`src/rtl/ivs_axi_rd_mst.sv`:
```
// rtl/ivs_axi_rd_mst.sv - AXI4 single-burst read initiator with registered beat output
module ivs_axi_rd_mst #(
  parameter logic [5:0] AXI_ID = 6'h00,
  parameter logic [3:0] CACHE  = 4'b0011
) (
  input  logic         aclk,
  input  logic         arest_n,
  input  logic         cmd_valid,
  output logic         cmd_ready,
  input  logic [63:0]  cmd_addr,
  input  logic [5:0]   cmd_len,
  output logic         arvalid,
  input  logic         arready,
  output logic [5:0]   arid,
  output logic [63:0]  araddr,
  output logic [5:0]   arlen,
  output logic [2:0]   arsize,
  output logic [1:0]   arburst,
  output logic         arlock,
  output logic [3:0]   arcache,
  output logic [2:0]   arprot,
  output logic [3:0]   arregion,
  output logic [3:0]   arqos,
  output logic [7:0]   aruser,
  input  logic         rvalid,
  output logic         rready,
  input  logic [5:0]   rid,
  input  logic [127:0] rdata,
  input  logic [1:0]   rresp,
  input  logic         rlast,
  input  logic [4:0]   ruser,
  output logic         dout_valid,
  input  logic         dout_ready,
  output logic [127:0] dout_data,
  output logic         dout_last,
  output logic         done,
  output logic [3:0]   err,
  input  logic         err_clr
);

  typedef enum logic [1:0] {S_IDLE, S_CHK, S_ADDR, S_DATA} state_e;

  state_e         state_q, state_d;
  logic           arvalid_q, arvalid_d;
  logic [63:0]    araddr_q, araddr_d;
  logic [5:0]     arlen_q, arlen_d;
  logic [6:0]     cnt_q, cnt_d;
  logic           dout_valid_q, dout_valid_d;
  logic [127:0]   dout_data_q, dout_data_d;
  logic           dout_last_q, dout_last_d;
  logic           done_q, done_d;
  logic [3:0]     err_q, err_d;
  logic           r_hs;
  logic           crosses_4k;
  logic           at_len;
  logic           unused_ok;

  // ruser and the sub-beat address bits carry nothing this initiator needs
  assign unused_ok = ^{ruser, cmd_addr[3:0]};

  // The output register may take a new beat when it is empty or being drained this cycle
  assign rready     = (state_q == S_DATA) && (!dout_valid_q || dout_ready);
  assign r_hs       = rvalid && rready;
  assign crosses_4k = ({1'b0, araddr_q[11:4]} + {3'b000, arlen_q}) > 9'd255;
  assign at_len     = (cnt_q == {1'b0, arlen_q});

  assign cmd_ready  = (state_q == S_IDLE);
  assign arvalid    = arvalid_q;
  assign araddr     = araddr_q;
  assign arlen      = arlen_q;
  assign arid       = AXI_ID;
  assign arsize     = 3'b100;
  assign arburst    = 2'b01;
  assign arlock     = 1'b0;
  assign arcache    = CACHE;
  assign arprot     = 3'b000;
  assign arregion   = 4'b0000;
  assign arqos      = 4'b0000;
  assign aruser     = 8'h00;
  assign dout_valid = dout_valid_q;
  assign dout_data  = dout_data_q;
  assign dout_last  = dout_last_q;
  assign done       = done_q;
  assign err        = err_q;

  // Next-state, AR fields, output register and sticky error flags
  always_comb begin
    state_d      = state_q;
    arvalid_d    = arvalid_q;
    araddr_d     = araddr_q;
    arlen_d      = arlen_q;
    cnt_d        = cnt_q;
    dout_valid_d = dout_valid_q;
    dout_data_d  = dout_data_q;
    dout_last_d  = dout_last_q;
    done_d       = 1'b0;
    // a clear and a fresh error in the same cycle leaves the fresh error set
    err_d        = err_clr ? 4'b0000 : err_q;

    if (dout_valid_q && dout_ready) begin
      dout_valid_d = 1'b0;
    end

    case (state_q)
      S_IDLE: begin
        if (cmd_valid) begin
          araddr_d = {cmd_addr[63:4], 4'b0000};
          arlen_d  = cmd_len;
          cnt_d    = 7'd0;
          state_d  = S_CHK;
        end
      end
      S_CHK: begin
        if (crosses_4k) begin
          err_d[3] = 1'b1;
          done_d   = 1'b1;
          state_d  = S_IDLE;
        end else begin
          arvalid_d = 1'b1;
          state_d   = S_ADDR;
        end
      end
      S_ADDR: begin
        if (arready) begin
          arvalid_d = 1'b0;
          state_d   = S_DATA;
        end
      end
      S_DATA: begin
        if (r_hs) begin
          dout_valid_d = 1'b1;
          dout_data_d  = rdata;
          dout_last_d  = rlast;
          cnt_d        = cnt_q + 7'd1;
          if (rresp != 2'b00) begin
            err_d[0] = 1'b1;
          end
          if (rid != AXI_ID) begin
            err_d[1] = 1'b1;
          end
          if (rlast != at_len) begin
            err_d[2] = 1'b1;
          end
          if (rlast) begin
            done_d  = 1'b1;
            state_d = S_IDLE;
          end
        end
      end
      default: state_d = S_IDLE;
    endcase
  end

  // State and registered outputs; reset abandons any burst in flight
  always_ff @(posedge aclk or negedge arest_n) begin
    if (!arest_n) begin
      state_q      <= S_IDLE;
      arvalid_q    <= 1'b0;
      araddr_q     <= 64'h0;
      arlen_q      <= 6'h0;
      cnt_q        <= 7'd0;
      dout_valid_q <= 1'b0;
      dout_data_q  <= 128'h0;
      dout_last_q  <= 1'b0;
      done_q       <= 1'b0;
      err_q        <= 4'h0;
    end else begin
      state_q      <= state_d;
      arvalid_q    <= arvalid_d;
      araddr_q     <= araddr_d;
      arlen_q      <= arlen_d;
      cnt_q        <= cnt_d;
      dout_valid_q <= dout_valid_d;
      dout_data_q  <= dout_data_d;
      dout_last_q  <= dout_last_d;
      done_q       <= done_d;
      err_q        <= err_d;
    end
  end

endmodule

```
`config.mk`:
```
export PLATFORM = sky130hd
export DESIGN_NAME = ivs_axi_rd_mst
export DESIGN_NICKNAME = d
export VERILOG_FILES = /design/src/rtl/ivs_axi_rd_mst.sv
export SDC_FILE = /design/constraint.sdc
export NUM_CORES = 1
export LEC_CHECK = 0
export CELL_PAD_IN_SITES_DETAIL_PLACEMENT = 0
export CELL_PAD_IN_SITES_GLOBAL_PLACEMENT = 1
export CORE_MARGIN = 10
export CORE_UTILIZATION = 30
export DETAILED_ROUTE_END_ITERATION = 8
export PLACE_DENSITY_LB_ADDON = 0.1
export SLEW_MARGIN = 20
export SYNTH_ARGS = -nofsm -noshare
export SYNTH_HDL_FRONTEND = slang
export SYNTH_SLANG_ARGS = --single-unit
```
`constraint.sdc`:
```
create_clock -name aclk -period 2.7 [get_ports aclk]
set_input_delay 0.54 -clock aclk [delete_from_list [all_inputs] [get_ports aclk]]
set_output_delay 0.54 -clock aclk [all_outputs]
set_load 0.05 [all_outputs]
```
==> implementation parameters <==
Parameter                              Value

Yosys
  Count of unique library cells instantiated by Yosys ... 35
  Post-synthesis simple-gate area fraction ... 0.279
  Fraction of the yosys area taken by sequential cells ... 0.617
  Mapped Area ... 8560 µm²
  Area fraction in compound gates after synthesis ... 0.0137
  Most common flop cell mapped by yosys ... sky130_fd_sc_hd__dfrtp_1
  Number of synthesized register bits ... 211
  Fraction of the mapped netlist area in adder cells ... 0.0111
  Synth Instances ... between 900 and 1000
  Post-synthesis area per instance ... 8.90 µm²
  Largest family of logic cells by synthesized area ... simple AND/OR/NAND/NOR gates
  Synth warn ... 0
  Proportion of synthesized flip-flops having asynchronous set or reset ... 1.00
  Number of enable flip-flop cells after synthesis ... 0
  Post-synthesis mux area share ... 0
  Xor and xnor fraction of the mapped netlist area ... 0.0102

Timing
  Fraction of the cycle the final worst path needs ... 0.872
  Slew HR ... 0.571
  Worst hold margin ... 0.00627 ns
  Setup violations, final ... 0
  Setup repair after global routing missed its margin ... false
  Accumulated negative setup slack ... 0 ns
  Hold Vio Cnt, Final ... 0
  Largest clock skew in the final design ... between 0.009 and 0.01 ns
  Highest achievable clock rate ... 425 MHz
  Time the worst path needs with I/O delays and setup ... 2.35 ns
  Pins over their slew limit ... 0
  Worst Max-Slew Pin Slew ... 0.642 ns

Finish
  Post-layout utilization of the core ... 0.494
  Final Non-Filler Cells ... 1761
  Layout overhead on the synthesized area ... 61.0%
  Ratio of cells with drive above 1 in the final layout ... 0.0391
  Layout filler cell count ... 2723
  Final net count ... 1591

Die
  Core area ... 27900 µm²
  Chip height ... between 150 and 200 µm
  I/O Pins ... roughly 460
  Starting utilization of the core area ... 0.306
  Die area ... 35700 µm²
  X dimension of the die ... 189 µm
  Placement Rows ... 61

Run status
  Status ... complete, no violations

Power
  Peak VDD IR ... 0.766 mV
  Power per cell area ... 1450 nW/µm²
  Pleak ... approximately 0.0067 µW

Setup path
  Dominant delay contributor by cell family on the critical path ... buffers and inverters
  Worst path max stage delay ... roughly 0.87 ns
  Data required time of the worst path ... 2.16 ns
  Slowest stage cell, crit path ... sky130_fd_sc_hd__clkdlybuf4s50_1
  Buffering stage count on the worst path with inverters included ... 1
  Type of the worst setup path ... reg -> out
  Signal arrival time at the worst endpoint ... between 1.5 and 2 ns
  Type of element capturing the critical path ... output port
  Worst path cell trace ... clkdlybuf4s50_1
  Startpoint types ... flop
  Max Fanout on Critical Path ... 4

CTS
  CTS resizes ... 0
  Clock tree from TritonCTS ... done
  CTS root buffer ... sky130_fd_sc_hd__clkbuf_16
  Count of buffers added by post-CTS timing repair for setup ... 0
  CTS max path bufs ... 3
  Number of sinks on the clock net ... around 210
  CTS H-tree depth ... 1
  Hold buffer count at CTS ... 0
  Clock buffer count from CTS ... 25
  Worst-skew pair later-pin latency ... 0.50 ns
  Clock-pin slew on the worst setup and hold paths ... 0.06 ns

Place
  Detailed-placement wirelength estimate ... 23900 µm
  Weighted congestion reported at the end of routability-driven placement ... 0.754
  Quantity of I/O buffers inserted on ports ... 413
  Cell count after placement ... 1716

Drt
  Number of DRC violations after detailed-routing iteration 0 ... around 350
  First-pass DRT Iterations ... 4
  Routed wire length ... 32200 µm
  Final routed wire length divided by cell count ... 18.3 µm
  Vias after detailed routing ... approximately 7400
  ANT nets after route ... 0
  DRC viols ... 0
  Ratio of routed vias to standard cells ... 4.19

Global route
  First-pass GRT wire length ... 48500 µm
  Overall track demand over capacity in global routing ... 0.173
  Initial antenna violation count ... 4
  Gr ovfl total ... 0
  Pin count of the biggest net entering global routing ... 79
  Number of global-route vias before repair ... around 7600

Run
  Max cap viols ... 0

Hold path
  Path category of the worst min-delay check ... in -> async
==> synthesized netlist by cell type, types with 4 or more instances <==
master,count,area share
sky130_fd_sc_hd__nand3_1,4,0.0023
sky130_fd_sc_hd__clkbuf_1,5,0.0022
sky130_fd_sc_hd__buf_1,4,0.0018
sky130_fd_sc_hd__buf_6,6,0.0079
sky130_fd_sc_hd__dfrtp_1,211,0.62
sky130_fd_sc_hd__buf_2,26,0.015
sky130_fd_sc_hd__xor2_1,5,0.0051
sky130_fd_sc_hd__ha_1,6,0.0088
sky130_fd_sc_hd__xnor2_1,5,0.0051
sky130_fd_sc_hd__nand2_1,593,0.26
sky130_fd_sc_hd__nor2_1,6,0.0026
sky130_fd_sc_hd__inv_1,7,0.0031
sky130_fd_sc_hd__buf_4,44,0.039
sky130_fd_sc_hd__a21oi_1,4,0.0023
sky130_fd_sc_hd__o21ai_0,11,0.0064
==> path summary, 6_finish.rpt <==
kind                                start              to  slack (ns)  cells after the start
max                              arlen[0]        arlen[0]        0.35                      1
max reg2reg                      arlen[0]            flop        0.68                      8
max in group asynchronous         arest_n      araddr[16]        1.96                      2
min                               arest_n    dout_data[0]       0.006                      1
min reg2reg                dout_data[115]  dout_data[115]        0.47                      2
min in group aclk          dout_data[115]  dout_data[115]        0.47                      2
==> through the flow <==
step                instance area (µm²)  setup WS, ns  total power (µW)
global route                      13800         0.235             21200
detailed placement                13000         0.617             16900
finish                            13800         0.346             20000
CTS                               13800         0.291             20300
floorplan                          8700         0.604             12600
global placement                  13000         0.620             16800
==> cells by family after synthesis <==
family	count (synthesis)
AND/OR/NAND/NOR	619
flip-flops	211
buffers and inverters	92
AO/OA/AOI/OAI	21
XOR/XNOR	10
adder cells (fa/ha/maj)	7
other	2
==> sequential cells by signal (all words and copies together), names as in the netlist, named ones only <==
register and cells:
araddr 60, arvalid 1, arlen 6, dout_valid 1, done 1, dout_last 1, dout_data 128, err 4
cnt_q 7, state_q 1
==> layout by cell type (no fill, tap or decap), types with 2 or more instances in the layout <==
master	instances
sky130_fd_sc_hd__nor3_1	3
sky130_fd_sc_hd__ha_1	6
sky130_fd_sc_hd__nand2_1	592
sky130_fd_sc_hd__clkbuf_8	8
sky130_fd_sc_hd__o22ai_1	2
sky130_fd_sc_hd__diode_2	2
sky130_fd_sc_hd__xor2_1	5
sky130_fd_sc_hd__clkdlybuf4s50_1	410
sky130_fd_sc_hd__clkbuf_16	25
sky130_fd_sc_hd__nand3_1	4
sky130_fd_sc_hd__clkbuf_1	8
sky130_fd_sc_hd__buf_12	11
sky130_fd_sc_hd__a21oi_1	4
sky130_fd_sc_hd__or3_1	2
sky130_fd_sc_hd__inv_1	7
sky130_fd_sc_hd__dfrtp_1	211
sky130_fd_sc_hd__xnor2_1	5
sky130_fd_sc_hd__o21ai_0	11
sky130_fd_sc_hd__buf_4	2
sky130_fd_sc_hd__conb_1	39
sky130_fd_sc_hd__nor2_1	6
==> routing by layer <==
metal	track usage	part of all wire	vias to the layer above
met1	0.205	0.41	3408
met4	0.0308	0.014	4
li1	-	-	3648
met5	0	0.00096	-
met2	0.289	0.48	283
met3	0.0726	0.098	31
==> final cells by class <==
type	count	area, µm²	area share
inverter	7	26.3	0.00191
timing repair buffer	424	4350	0.316
antenna	2	5.00	0.000363
sequential	211	5280	0.383
multi-input combinational	696	2850	0.206
tap	378	473	0.0343
clock buffer	41	766	0.0555
clock inverter	2	35.0	0.00254
==> report_power, final <==
group	switching (µW)	leakage, µW	internal [µW]
Sequential	824	0.00263	4620
Combinational	7780	0.00367	3500
Clock	1280	0.000393	2010
Total	9880	0.00670	10100
No activity file was read; power rests on OpenSTA's default activity.
